## src/rtl/key_evt_pkg.sv

```systemverilog
// Shared defaults and types for the key event arbiter slice.
package key_evt_pkg;
  localparam int unsigned N_BTN_DEF      = 4;
  localparam int unsigned FIFO_DEPTH_DEF = 4;
  localparam int unsigned ID_W_DEF       = 2;
  localparam int unsigned DROP_W_DEF     = 8;

  typedef logic [ID_W_DEF-1:0] evt_id_t;
endpackage

```

## src/rtl/key_evt_fifo.sv

```systemverilog
// Synchronous event FIFO with registered head, async active-high reset.
module key_evt_fifo
  import key_evt_pkg::*;
#(
  parameter int unsigned DEPTH = FIFO_DEPTH_DEF,
  parameter int unsigned W     = ID_W_DEF
) (
  input  logic         clk,
  input  logic         rst,
  input  logic         i_push,
  input  logic [W-1:0] i_data,
  input  logic         i_pop,
  output logic [W-1:0] o_data,
  output logic         o_full,
  output logic         o_empty
);
  localparam int unsigned AW = $clog2(DEPTH);

  logic [W-1:0]  r_mem [DEPTH];
  logic [AW-1:0] r_wr;
  logic [AW-1:0] r_rd;
  logic [AW:0]   r_cnt;
  logic          w_push;
  logic          w_pop;

  assign w_push  = i_push && !o_full;
  assign w_pop   = i_pop && !o_empty;
  assign o_full  = (r_cnt == (AW+1)'(DEPTH));
  assign o_empty = (r_cnt == '0);
  assign o_data  = o_empty ? '0 : r_mem[r_rd];

  always_ff @(posedge clk or posedge rst) begin
    if (rst) begin
      r_wr  <= '0;
      r_rd  <= '0;
      r_cnt <= '0;
      for (int unsigned i = 0; i < DEPTH; i++) r_mem[i] <= '0;
    end else begin
      if (w_push) begin
        r_mem[r_wr] <= i_data;
        r_wr        <= r_wr + AW'(1);
      end
      if (w_pop) r_rd <= r_rd + AW'(1);
      case ({w_push, w_pop})
        2'b10:   r_cnt <= r_cnt + (AW+1)'(1);
        2'b01:   r_cnt <= r_cnt - (AW+1)'(1);
        default: r_cnt <= r_cnt;
      endcase
    end
  end
endmodule

```

## src/rtl/key_event_arbiter.sv

```systemverilog
// Latches button presses, round-robin grants one per cycle into an event FIFO,
// and counts presses that arrive while their latch is still occupied.
module key_event_arbiter
  import key_evt_pkg::*;
#(
  parameter int unsigned N_BTN      = N_BTN_DEF,
  parameter int unsigned FIFO_DEPTH = FIFO_DEPTH_DEF,
  parameter int unsigned ID_W       = ID_W_DEF,
  parameter int unsigned DROP_W     = DROP_W_DEF
) (
  input  logic              clk,
  input  logic              rst,
  input  logic              en,
  input  logic [N_BTN-1:0]  btn_pulse,
  output logic              evt_valid,
  output logic [ID_W-1:0]   evt_id,
  input  logic              evt_ready,
  output logic [N_BTN-1:0]  pending,
  output logic              fifo_full,
  output logic [DROP_W-1:0] drop_cnt
);
  logic [N_BTN-1:0]  r_pending;
  logic [ID_W-1:0]   r_rr_ptr;
  logic [DROP_W-1:0] r_drop_cnt;
  logic [N_BTN-1:0]  w_cap;
  logic [N_BTN-1:0]  w_gnt_vec;
  logic [N_BTN-1:0]  w_drop_vec;
  logic [ID_W-1:0]   w_gnt_id;
  logic              w_gnt;
  logic              w_fifo_full;
  logic              w_fifo_empty;
  logic [DROP_W:0]   w_drop_sum;

  function automatic logic [ID_W-1:0] rr_pick(input logic [N_BTN-1:0] req,
                                              input logic [ID_W-1:0]  ptr);
    logic [ID_W-1:0] pick;
    logic            found;
    int unsigned     idx;
    pick  = '0;
    found = 1'b0;
    for (int unsigned k = 0; k < N_BTN; k++) begin
      idx = (32'(ptr) + k) % N_BTN;
      if (!found && req[idx]) begin
        pick  = ID_W'(idx);
        found = 1'b1;
      end
    end
    return pick;
  endfunction

  assign w_cap      = en ? btn_pulse : '0;
  assign w_gnt      = (r_pending != '0) && !w_fifo_full;
  assign w_gnt_id   = rr_pick(r_pending, r_rr_ptr);
  assign w_gnt_vec  = w_gnt ? (N_BTN'(1) << w_gnt_id) : '0;
  // A press on a latch that is being granted this cycle re-arms it instead of dropping.
  assign w_drop_vec = w_cap & r_pending & ~w_gnt_vec;

  always_comb begin
    w_drop_sum = {1'b0, r_drop_cnt};
    for (int unsigned i = 0; i < N_BTN; i++)
      w_drop_sum = w_drop_sum + (DROP_W+1)'(w_drop_vec[i]);
  end

  always_ff @(posedge clk or posedge rst) begin
    if (rst) begin
      r_pending  <= '0;
      r_rr_ptr   <= '0;
      r_drop_cnt <= '0;
    end else begin
      r_pending  <= (r_pending & ~w_gnt_vec) | w_cap;
      r_drop_cnt <= w_drop_sum[DROP_W] ? '1 : w_drop_sum[DROP_W-1:0];
      if (w_gnt)
        r_rr_ptr <= (w_gnt_id == ID_W'(N_BTN - 1)) ? '0 : w_gnt_id + ID_W'(1);
    end
  end

  key_evt_fifo #(
    .DEPTH (FIFO_DEPTH),
    .W     (ID_W)
  ) u_fifo (
    .clk     (clk),
    .rst     (rst),
    .i_push  (w_gnt),
    .i_data  (w_gnt_id),
    .i_pop   (evt_ready),
    .o_data  (evt_id),
    .o_full  (w_fifo_full),
    .o_empty (w_fifo_empty)
  );

  assign evt_valid = !w_fifo_empty;
  assign fifo_full = w_fifo_full;
  assign pending   = r_pending;
  assign drop_cnt  = r_drop_cnt;
endmodule

```

## config.mk

```make
export PLATFORM = sky130hd
export DESIGN_NAME = key_event_arbiter
export DESIGN_NICKNAME = d
export VERILOG_FILES = /design/src/rtl/key_evt_pkg.sv /design/src/rtl/key_evt_fifo.sv /design/src/rtl/key_event_arbiter.sv
export SDC_FILE = /design/constraint.sdc
export NUM_CORES = 1
export LEC_CHECK = 0
export BUFFER_PORTS_ARGS = -buffer_cell sky130_fd_sc_hd__buf_2
export CORE_MARGIN = 8
export CORE_UTILIZATION = 51
export DETAILED_ROUTE_END_ITERATION = 16
export PLACE_DENSITY = 0.84
export SLEW_MARGIN = 20
export SYNTH_ARGS = -nofsm -noshare
export SYNTH_HDL_FRONTEND = slang
export SYNTH_SLANG_ARGS = --single-unit
```

## constraint.sdc

```tcl
create_clock -name clk -period 3.75 [get_ports clk]
set_input_delay 0.375 -clock clk [delete_from_list [all_inputs] [get_ports clk]]
set_output_delay 0.375 -clock clk [all_outputs]
set_load 0.1 [all_outputs]
```

==> qor.csv <==
stage,metric,value,unit
run_status,outcome,"finished, final reports clean",
synthesis,Synth async-reset ratio,1.00,
global_routing,vias in the first global route,1136,
sta,final worst path period share,0.949,
synthesis,cell area after synthesis,1650,sq um
floorplan,DIE AREA,5300,sq um
synthesis,Synthesis Warnings,0,
synthesis,"EDFF count, synth",0,
floorplan,Initial Util,0.539,
floorplan,FP Rows,20,
routing,Routed WL,3300,um
synthesis,"Seq/Total Area, Yosys",0.441,
run,max-cap violations,0,
layout,Multi-input gate area,850,sq um
placed_design,Placer Congestion,0.834,
critical_path,crit path max fanout,6,
floorplan,Die W,72.8,um
clock_network,CTS tree,built,
sta,setup TNS,0,ns
clock_network,Clock Root Buffer,clkbuf_4,
sta,Setup Skew,0.0197,ns
layout,nets@finish,196,
layout,Inserted Diodes,0,
min_path,Hold Crit Class,primary input to asynchronous set/reset pin,
sta,final max-slew violation count,0,
routing,via count,1146,
sta,Final min period,3.56,ns
placed_design,Placed Area,1820,sq um
routing,routed length per instance,15.1,um
synthesis,post-synthesis register bit count,29,
floorplan,IO Count,24,
sta,maximum clock rate,281,MHz
critical_path,Critical Path Start Type,register,
critical_path,WS Path Type,register to register,
critical_path,Worst setup EP type,register,
placed_design,HPWL Detailed,2540,um
synthesis,ys flop type,dfrtp_1,
global_routing,largest net degree at the start of global routing,30,
sta,WHS,0.0845,ns
clock_network,CTS max path bufs,2,
clock_network,Num CTS Buffers,5,
placed_design,input/output buffers,23,
floorplan,Core Area,3050,sq um
global_routing,grt ovf,0,
routing,drt first pass iters,4,
clock_network,Worst-path clk slew,0.11,ns
layout,area growth from synthesis to layout,14.7,%
synthesis,Yosys cell types,34,
layout,share of cells above drive strength 1,0.337,
sta,Slew HR,0.597,
floorplan,die height,72.8,um
critical_path,Worst Path Arrival,3.80,ns
routing,drt initial violations,45,
sta,Worst Max-Slew Pin Slew,0.604,ns
synthesis,Cells after Synth,145,
routing,post-DR vias/cell,5.23,
layout,Seq. cell area,734,sq um
routing,Routed Antenna Nets,0,
sta,endpoints failing hold,0,
global_routing,initial antenna violation count,0,
sta,RSZ-0062 raised after global routing,false,
global_routing,first-pass GRT wire length,5350,um
synthesis,Post-Syn Area per Cell,11.4,sq um
global_routing,Global Route Usage Sum,0.133,
clock_network,clk_lat worst skew,0.34,ns
sta,# setup viols final,0,
clock_network,clk sinks,29,
layout,Layout fillers,253,
routing,number of remaining DRC errors,0,
synthesis,syn nets,167,
layout,cell area after layout,1890,sq um
layout,Final Core Density,0.618,
clock_network,H-tree levels,2,
critical_path,WP data required,3.99,ns
==> kinds of logic after synthesis <==
group,after synthesis,share of synthesized area
AND/OR/NAND/NOR,42,0.138
flip-flops,29,0.441
buffers and inverters,20,0.0547
AO/OA/AOI/OAI,19,0.0950
multiplexers,14,0.110
adder cells (fa/ha/maj),14,0.125
XOR/XNOR,7,0.0372
==> layout by cell type, fill, tap and decap left out, types with 2 or more instances in the layout <==
master,instances
inv_1,16
clkbuf_4,5
nand3_1,3
nand4_1,4
fa_1,3
mux2i_1,2
nand2_4,3
a22o_1,4
xor2_1,4
dfrtp_1,24
xnor2_1,3
and2_1,3
a21oi_1,5
nor3_1,2
buf_4,2
mux2_2,9
o21ai_0,2
dfrtp_2,4
mux4_2,2
nand2b_1,3
buf_2,23
nor2_1,7
clkinv_2,2
o21a_1,2
nor2b_1,2
nand2_1,12
ha_1,10
==> final timing paths <==
kind / start / endpoint / slack, ns / depth (start not counted)
worst max-delay path: r_rr_ptr[1] / drop_cnt[6] / 0.19 / 15
worst min-delay path: rst / drop_cnt[6] / 0.08 / 2
worst max register to register: r_rr_ptr[1] / drop_cnt[6] / 0.19 / 15
worst min register to register: u_fifo.r_cnt[2] / u_fifo.r_cnt[2] / 0.49 / 1
max in group asynchronous: rst / pending[3] / 3.20 / 2
min in group clk: btn_pulse[2] / pending[2] / 0.27 / 2
==> cell type report <==
| class | instances | area share |
|---|---|---|
| multi-input cells | 96 | 0.450 |
| well taps | 44 | 0.0292 |
| clock buffers | 5 | 0.0199 |
| clock inverters | 3 | 0.00928 |
| inverters | 17 | 0.0338 |
| repair buffers | 25 | 0.0689 |
| flip-flops and latches | 29 | 0.389 |
==> stage by stage <==
| step | instances | setup WS (ns) |
|---|---|---|
| floorplan | 145 | 0.0328 |
| global placement | 211 | 0.317 |
| detailed placement | 211 | 0.120 |
| CTS | 219 | 0.107 |
| global route | 219 | 0.0161 |
| finish | 219 | 0.191 |
==> what timing repair did <==
item / in CTS / in global routing
endpoints found under the setup margin: 0 / 2
hold buffers: 0 / 0
setup buffers: 0 / 0
gates resized for setup: 0 / 3
==> sequential cells by signal (all words and copies together), names as in the netlist <==
| signal | flops |
|---|---|
| u_fifo.r_mem | 8 |
| pending | 4 |
| u_fifo.r_wr | 2 |
| r_rr_ptr | 2 |
| u_fifo.r_rd | 2 |
| drop_cnt | 8 |
| u_fifo.r_cnt | 3 |
==> synth_stat cells, drive strengths merged (4+ instances only) <==
cell | count | area share
dfrtp | 29 | 0.44
inv | 17 | 0.039
nand2 | 15 | 0.048
ha | 10 | 0.076
mux2 | 10 | 0.071
nor2 | 7 | 0.016
a21oi | 5 | 0.015
a22o | 4 | 0.021
fa | 4 | 0.049
nand4 | 4 | 0.015
xor2 | 4 | 0.021
==> metal layers <==
| metal | share of wire | GRT usage |
|---|---|---|
| met1 | 0.45 | 0.154 |
| met2 | 0.48 | 0.209 |
| met3 | 0.050 | 0.0508 |
| met4 | 0.020 | 0.0667 |
| met5 | 0 | 0 |
==> worst max-delay path, stage by stage (launching register included) <==
cell and delay, ns:
dfrtp_2 0.46, nor2b_1 0.16, o21a_1 0.22, a311oi_4 0.28, inv_1 0.10, ha_1 0.20
nand2_1 0.07, nand4_1 0.13, fa_1 0.51, fa_1 0.47, inv_1 0.10, fa_2 0.24
and3_4 0.22, nand3_1 0.10, nor3_1 0.15, a21oi_1 0.06
Power is not shown: default switching activity piles up to over one toggle a cycle in this logic, so the estimate is an artifact.
